## src/rtl/lcd_fmt_pkg.sv

```systemverilog
// lcd_fmt_pkg: shared encodings, ASCII constants and FSM state type for the LCD result formatter.
package lcd_fmt_pkg;
  localparam logic [1:0] OP_ADD = 2'b00;
  localparam logic [1:0] OP_SUB = 2'b01;
  localparam logic [1:0] OP_MUL = 2'b10;
  localparam logic [1:0] OP_DIV = 2'b11;
  localparam logic [7:0] CH_R     = 8'h52;
  localparam logic [7:0] CH_EQ    = 8'h3D;
  localparam logic [7:0] CH_SP    = 8'h20;
  localparam logic [7:0] CH_PLUS  = 8'h2B;
  localparam logic [7:0] CH_MINUS = 8'h2D;
  localparam logic [7:0] CH_STAR  = 8'h2A;
  localparam logic [7:0] CH_SLASH = 8'h2F;
  localparam logic [7:0] CH_N     = 8'h4E;
  localparam logic [7:0] CH_A     = 8'h41;
  localparam logic [7:0] CH_O     = 8'h4F;
  localparam logic [7:0] CH_V     = 8'h56;
  localparam logic [7:0] CH_U     = 8'h55;
  localparam logic [7:0] CH_F     = 8'h46;
  localparam logic [7:0] CH_K     = 8'h4B;
  localparam int ITEM_COUNT = 16;
  typedef enum logic [1:0] {IDLE, SEND, DONE} state_t;
endpackage

```

## src/rtl/lcd_result_formatter_nibble_to_ascii.sv

```systemverilog
// nibble_to_ascii: maps a 4-bit value to its uppercase hex ASCII character.
module nibble_to_ascii (
  input  logic [3:0] nib_i,
  output logic [7:0] ascii_o
);
  always_comb ascii_o = (nib_i < 4'd10) ? 8'h30 + {4'd0, nib_i} : 8'h37 + {4'd0, nib_i};
endmodule

```

## src/rtl/lcd_result_formatter.sv

```systemverilog
// lcd_result_formatter: turns a latched FP result, opcode and flags into a 16-item
// LCD command/character stream over a valid/ready handshake.
module lcd_result_formatter
  import lcd_fmt_pkg::*;
#(
  parameter logic [7:0] LINE1_ADDR = 8'h80,
  parameter logic [7:0] LINE2_ADDR = 8'hC0
) (
  input  logic        Clk50Mhz,
  input  logic        rst_n,
  input  logic        start,
  input  logic [31:0] result,
  input  logic [1:0]  op,
  input  logic        flag_nan,
  input  logic        flag_ovf,
  input  logic        flag_unf,
  output logic        char_valid,
  output logic        char_rs,
  output logic [7:0]  char_data,
  input  logic        char_ready,
  output logic        busy,
  output logic        done
);
  state_t      state_q, state_d;
  logic [3:0]  idx_q, idx_d;
  logic        valid_q, valid_d, load;
  logic        rs_q;
  logic [7:0]  data_q;
  logic [31:0] res_q;
  logic [1:0]  op_q;
  logic [2:0]  flags_q;
  logic [3:0]  nib;
  logic [7:0]  hex_ch, op_ch, item_byte;
  logic [15:0] status;
  logic        item_rs;
  nibble_to_ascii u_hex (.nib_i(nib), .ascii_o(hex_ch));
  always_comb begin
    state_d = state_q;
    idx_d   = idx_q;
    valid_d = valid_q;
    load    = 1'b0;
    case (state_q)
      IDLE: if (start) begin
        state_d = SEND;
        idx_d   = '0;
      end
      SEND: if (!valid_q) begin
        valid_d = 1'b1;
        load    = 1'b1;
      end else if (char_ready) begin
        if (idx_q == 4'(ITEM_COUNT - 1)) begin
          state_d = DONE;
          valid_d = 1'b0;
        end else begin
          idx_d = idx_q + 4'd1;
          load  = 1'b1;
        end
      end
      default: state_d = IDLE;
    endcase
  end
  // The next item is looked up from idx_d so the output byte is registered alongside its index.
  always_comb begin
    nib       = 4'(res_q >> {4'd10 - idx_d, 2'b00});
    op_ch     = op_q == OP_ADD ? CH_PLUS : op_q == OP_SUB ? CH_MINUS : op_q == OP_MUL ? CH_STAR : CH_SLASH;
    status    = flags_q[2] ? {CH_N, CH_A} : flags_q[1] ? {CH_O, CH_V} : flags_q[0] ? {CH_U, CH_F} : {CH_O, CH_K};
    item_rs   = !(idx_d == 4'd0 || idx_d == 4'd11);
    item_byte = idx_d == 4'd0  ? LINE1_ADDR :
                idx_d == 4'd1  ? CH_R :
                idx_d == 4'd2  ? CH_EQ :
                idx_d <= 4'd10 ? hex_ch :
                idx_d == 4'd11 ? LINE2_ADDR :
                idx_d == 4'd12 ? op_ch :
                idx_d == 4'd13 ? CH_SP :
                idx_d == 4'd14 ? status[15:8] : status[7:0];
  end
  always_ff @(posedge Clk50Mhz or negedge rst_n) begin
    if (!rst_n) begin
      state_q <= IDLE;
      idx_q   <= '0;
      valid_q <= 1'b0;
      rs_q    <= 1'b0;
      data_q  <= '0;
      res_q   <= '0;
      op_q    <= '0;
      flags_q <= '0;
    end else begin
      state_q <= state_d;
      idx_q   <= idx_d;
      valid_q <= valid_d;
      if (load) begin
        rs_q   <= item_rs;
        data_q <= item_byte;
      end
      if (state_q == IDLE && start) begin
        res_q   <= result;
        op_q    <= op;
        flags_q <= {flag_nan, flag_ovf, flag_unf};
      end
    end
  end
  assign char_valid = valid_q;
  assign char_rs    = rs_q;
  assign char_data  = data_q;
  assign busy       = state_q == SEND;
  assign done       = state_q == DONE;
endmodule
```

## config.mk

```make
export PLATFORM = sky130hd
export DESIGN_NAME = lcd_result_formatter
export DESIGN_NICKNAME = d
export VERILOG_FILES = /design/src/rtl/lcd_fmt_pkg.sv /design/src/rtl/lcd_result_formatter_nibble_to_ascii.sv /design/src/rtl/lcd_result_formatter.sv
export SDC_FILE = /design/constraint.sdc
export NUM_CORES = 1
export LEC_CHECK = 0
export ABC_AREA = 1
export CAP_MARGIN = 20
export CORE_ASPECT_RATIO = 1.2
export CORE_MARGIN = 10
export CORE_UTILIZATION = 50
export DETAILED_ROUTE_END_ITERATION = 7
export GPL_TIMING_DRIVEN = 0
export PLACE_DENSITY = 0.76
export SLEW_MARGIN = 20
export SYNTH_ARGS = -nofsm -noshare
export SYNTH_HDL_FRONTEND = slang
export SYNTH_SLANG_ARGS = --single-unit
```

## constraint.sdc

```tcl
create_clock -name Clk50Mhz -period 8.5 [get_ports Clk50Mhz]
set_input_delay 1.275 -clock Clk50Mhz [delete_from_list [all_inputs] [get_ports Clk50Mhz]]
set_output_delay 1.275 -clock Clk50Mhz [all_outputs]
set_load 0.02 [all_outputs]
```

==> impl_metrics.py, run 1 <==
metrics = {
    "sta": {
        "max_clock_freq_ghz": 0.227,
        "setup_violations": 0,
        "layout_setup_ws_ns": 4.09,
        "holdWs_ns": 0.482,
        "final_hold_viol_count": 0,
        "min_period_ns": 4.41,
        "drv_slew": 0,
        "rsz0062_at_grt": "no",
        "tns_ns": 0,
        "fin_crit_sh": 0.519,
        "skew_ns": 0.00658,
        "worst_slew_pin_slew_ns": 0.655,
        "relSlewSlack": 0.563,
    },
    "cts": {
        "cts_made_buffers": 5,
        "cts_tree": "done",
        "clock_sinks": 53,
        "hold_buffers": 0,
        "cts_root_buffer": "clkbuf_8",
        "post_cts_resized": 0,
        "clk_pin_slew_ns": 0.09,
        "cts_setup_buffers": 0,
        "clkLatencyLatePin_ns": 0.30,
        "cts_buffer_depth": 2,
        "cts_max_level": 2,
    },
    "die": {
        "die-width_um": 91.8,
        "core_um2": 6010,
        "initial_utilization": 0.515,
        "rows": 31,
        "dieArea_um2": 9750,
        "die_h_um": 106,
        "pin_count": 53,
    },
    "route": {
        "postRouteAntennaNets": 0,
        "wl_mm": 6.90,
        "route.met2.wl_mm": 3.59,
        "met1Wirelength_mm": 2.89,
        "dr.max_layer_used": "met4",
        "wl_met3_um": 270,
        "drc": 0,
        "drt-pass1-iter-count": 5,
        "drtIter0Drc": 112,
        "vias_per_cell": 5.02,
        "detailroute.via_count": 2705,
        "wl_per_cell_um": 12.8,
    },
    "final_layout": {
        "fin_cells": 539,
        "n_antenna_cell": 0,
        "area_growth_syn_to_layout_pct": 22.7,
        "final_core_util": 0.632,
        "drive_gt1_frac": 0.120,
        "fin_area_um2": 3800,
        "fin_nets": 504,
    },
    "pwr": {
        "max-vdd-ir-drop_v": 0.000203,
        "power_mw": 1.76,
        "p_leak_nw": 1.89,
        "p_per_area_nw_per_um2": 465,
    },
    "yosys": {
        "synthAdderAreaFrac": 0.0283,
        "ys.flop_type": "dfrtp_1",
        "ys_warn_count": 0,
        "synth_nets": 445,
        "synth_area_leaders": "dfrtp_1 (43%), nand2_1 (11%), nand3_1 (5.7%), inv_1 (5.6%), a21oi_1 (5.2%)",
        "async_flop_share": 1.00,
        "synth-compound-area-share": 0.0890,
        "synth_top_cell_area_share": 0.429,
        "synth_edf_count": 0,
        "ys_ff_latch": 53,
        "synth_cell_types": 31,
        "yosysMostFrequentCell": "nand2_1",
        "yosys.area_share.simple": 0.321,
        "yosysSeqAreaShare": 0.429,
        "syn_area_um2": 3090,
        "synth-xor-area-share": 0,
        "synth_largest_area_cell": "dfrtp_1",
        "syn_avg_cell_area_um2": 7.79,
        "synth_top_family_by_area": "simple AND/OR/NAND/NOR gates",
        "ys_top_cells_by_count": "nand2_1 (91), dfrtp_1 (53), inv_1 (46), nor2_1 (42), nand3_1 (35)",
        "post_synth_inst_count": 397,
        "synthMuxAreaShare": 0.0473,
    },
    "critical_path": {
        "cp.arrival_ns": 4.66,
        "worst_setup_path_end_kind": "flop",
        "critPathMaxFanout": 10,
        "worstSetupPathType": "in2reg",
        "required_ns": 8.74,
        "critPathLaunchType": "input pin",
    },
    "place": {
        "dpl-instance-area_um2": 3710,
        "place_ws_ns": 3.76,
        "dp_cells": 531,
        "routabilityCongestion": 0.870,
        "io_buffers": 52,
        "hpwl_mm": 5.54,
    },
    "global_routing": {
        "antenna_found_initial": 0,
        "grt_max_degree": 54,
        "globalRoute.totalOverflow": 0,
        "grt_pass1_wl_mm": 12.2,
        "grt_pass1_vias": 2837,
        "grt_use_total": 0.146,
    },
    "run_status": {
        "outcome": "finished, final reports clean",
    },
    "job": {
        "cap_violations": 0,
    },
    "worst_hold_path": {
        "hold_class": "reg2reg",
    },
}
==> worst paths after layout <==
path                                          startpoint                       end  slack (ns)  depth (start not counted)
max in group asynchronous                          rst_n     res_q[20]$_DFFE_PN0P_        7.07                          1
worst min register to register  char_data[1]$_DFFE_PN0P_  char_data[1]$_DFFE_PN0P_        0.48                          2
worst max-delay path                          char_ready  char_data[1]$_DFFE_PN0P_        4.09                         23
min in group asynchronous                          rst_n    char_valid$_DFFE_PN0N_        0.99                          1
worst min-delay path            char_data[1]$_DFFE_PN0P_  char_data[1]$_DFFE_PN0P_        0.48                          2
worst max register to register        idx_q[0]$_DFF_PN0_  char_data[1]$_DFFE_PN0P_        4.99                         22
==> worst max-delay path, cell delays in order <==
cell             delay, ns
clkdlybuf4s50_1       0.53
nand2_1               0.12
inv_2                 0.12
nand2_1               0.06
nand2_1               0.07
nand2_2               0.08
nand2_4               0.10
buf_6                 0.14
inv_2                 0.08
ha_1                  0.28
clkbuf_1              0.29
clkinv_1              0.33
a21oi_1               0.22
nand2_1               0.07
nand3_1               0.06
nand3_1               0.12
ha_1                  0.29
nand3b_1              0.15
nand2_1               0.07
nand2_1               0.05
nand2_1               0.05
nand2_1               0.04
nand2_1               0.05
==> state kept, by name (all words and copies together) (netlist names) <==
register / count
res_q: 32
char_data: 8
idx_q: 4
flags_q: 3
op_q: 2
state_q: 2
char_rs: 1
char_valid: 1
==> cell families after synthesis <==
logic type               after synthesis
AND/OR/NAND/NOR                      208
flip-flops                            53
buffers and inverters                 66
AO/OA/AOI/OAI                         50
adder cells (fa/ha/maj)                7
multiplexers                          13
==> area by class of cell <==
cell class,instances,area [µm²]
buffer,11,58.8
clock buffer,6,72.6
clock inverter,2,10.0
fill,554,2210
inverter,55,206
multi-input combinational,278,1500
sequential,53,1330
tap,82,103
timing repair buffer,52,518
==> routing by layer <==
| metal | GRT usage | up-vias |
|---|---|---|
| met2 | 0.276 | 54 |
| met1 | 0.154 | 1252 |
| met5 | 0 | - |
| li1 | - | 1384 |
| met3 | 0.0338 | 15 |
| met4 | 0.0497 | 0 |
==> where the power goes <==
group | total (mW) | internal (mW) | switching (mW)
sequential | 0.429 | 0.372 | 0.0566
clock | 0.138 | 0.0573 | 0.0806
combinational | 1.20 | 0.456 | 0.742
total | 1.76 | 0.885 | 0.879
==> layout by cell type (no fill, tap or decap), drive strengths merged, types with 7 or more instances in the layout <==
cell,instances
mux2,13
clkbuf,11
dfrtp,53
clkdlybuf4s50,51
o21ai,12
nor2,43
nand2,104
inv,54
nand3,40
ha,7
a21oi,34
nand3b,12
buf,7
No activity file was read; power rests on OpenSTA's default activity.
==> inputs of run 2 (changes only) <==
==> constraint.sdc (replaced) <==
create_clock -name Clk50Mhz -period 4.2 [get_ports Clk50Mhz]
set_input_delay 0.63 -clock Clk50Mhz [delete_from_list [all_inputs] [get_ports Clk50Mhz]]
set_output_delay 0.63 -clock Clk50Mhz [all_outputs]
set_load 0.02 [all_outputs]
==> results of run 2 <==
The final DEF is identical to that of run 1. Status: finished, final reports clean.
Among the figures that moved: setup slack after placement 3.76 ns -> 0.104 ns; setup slack after layout 4.09 ns -> 0.431 ns; hold slack 0.482 ns -> 0.348 ns; register-to-register setup slack 4.99 ns -> 0.69 ns; total power 1.76 mW -> 3.57 mW; worst IR drop on VDD 0.000203 V -> 0.000411 V
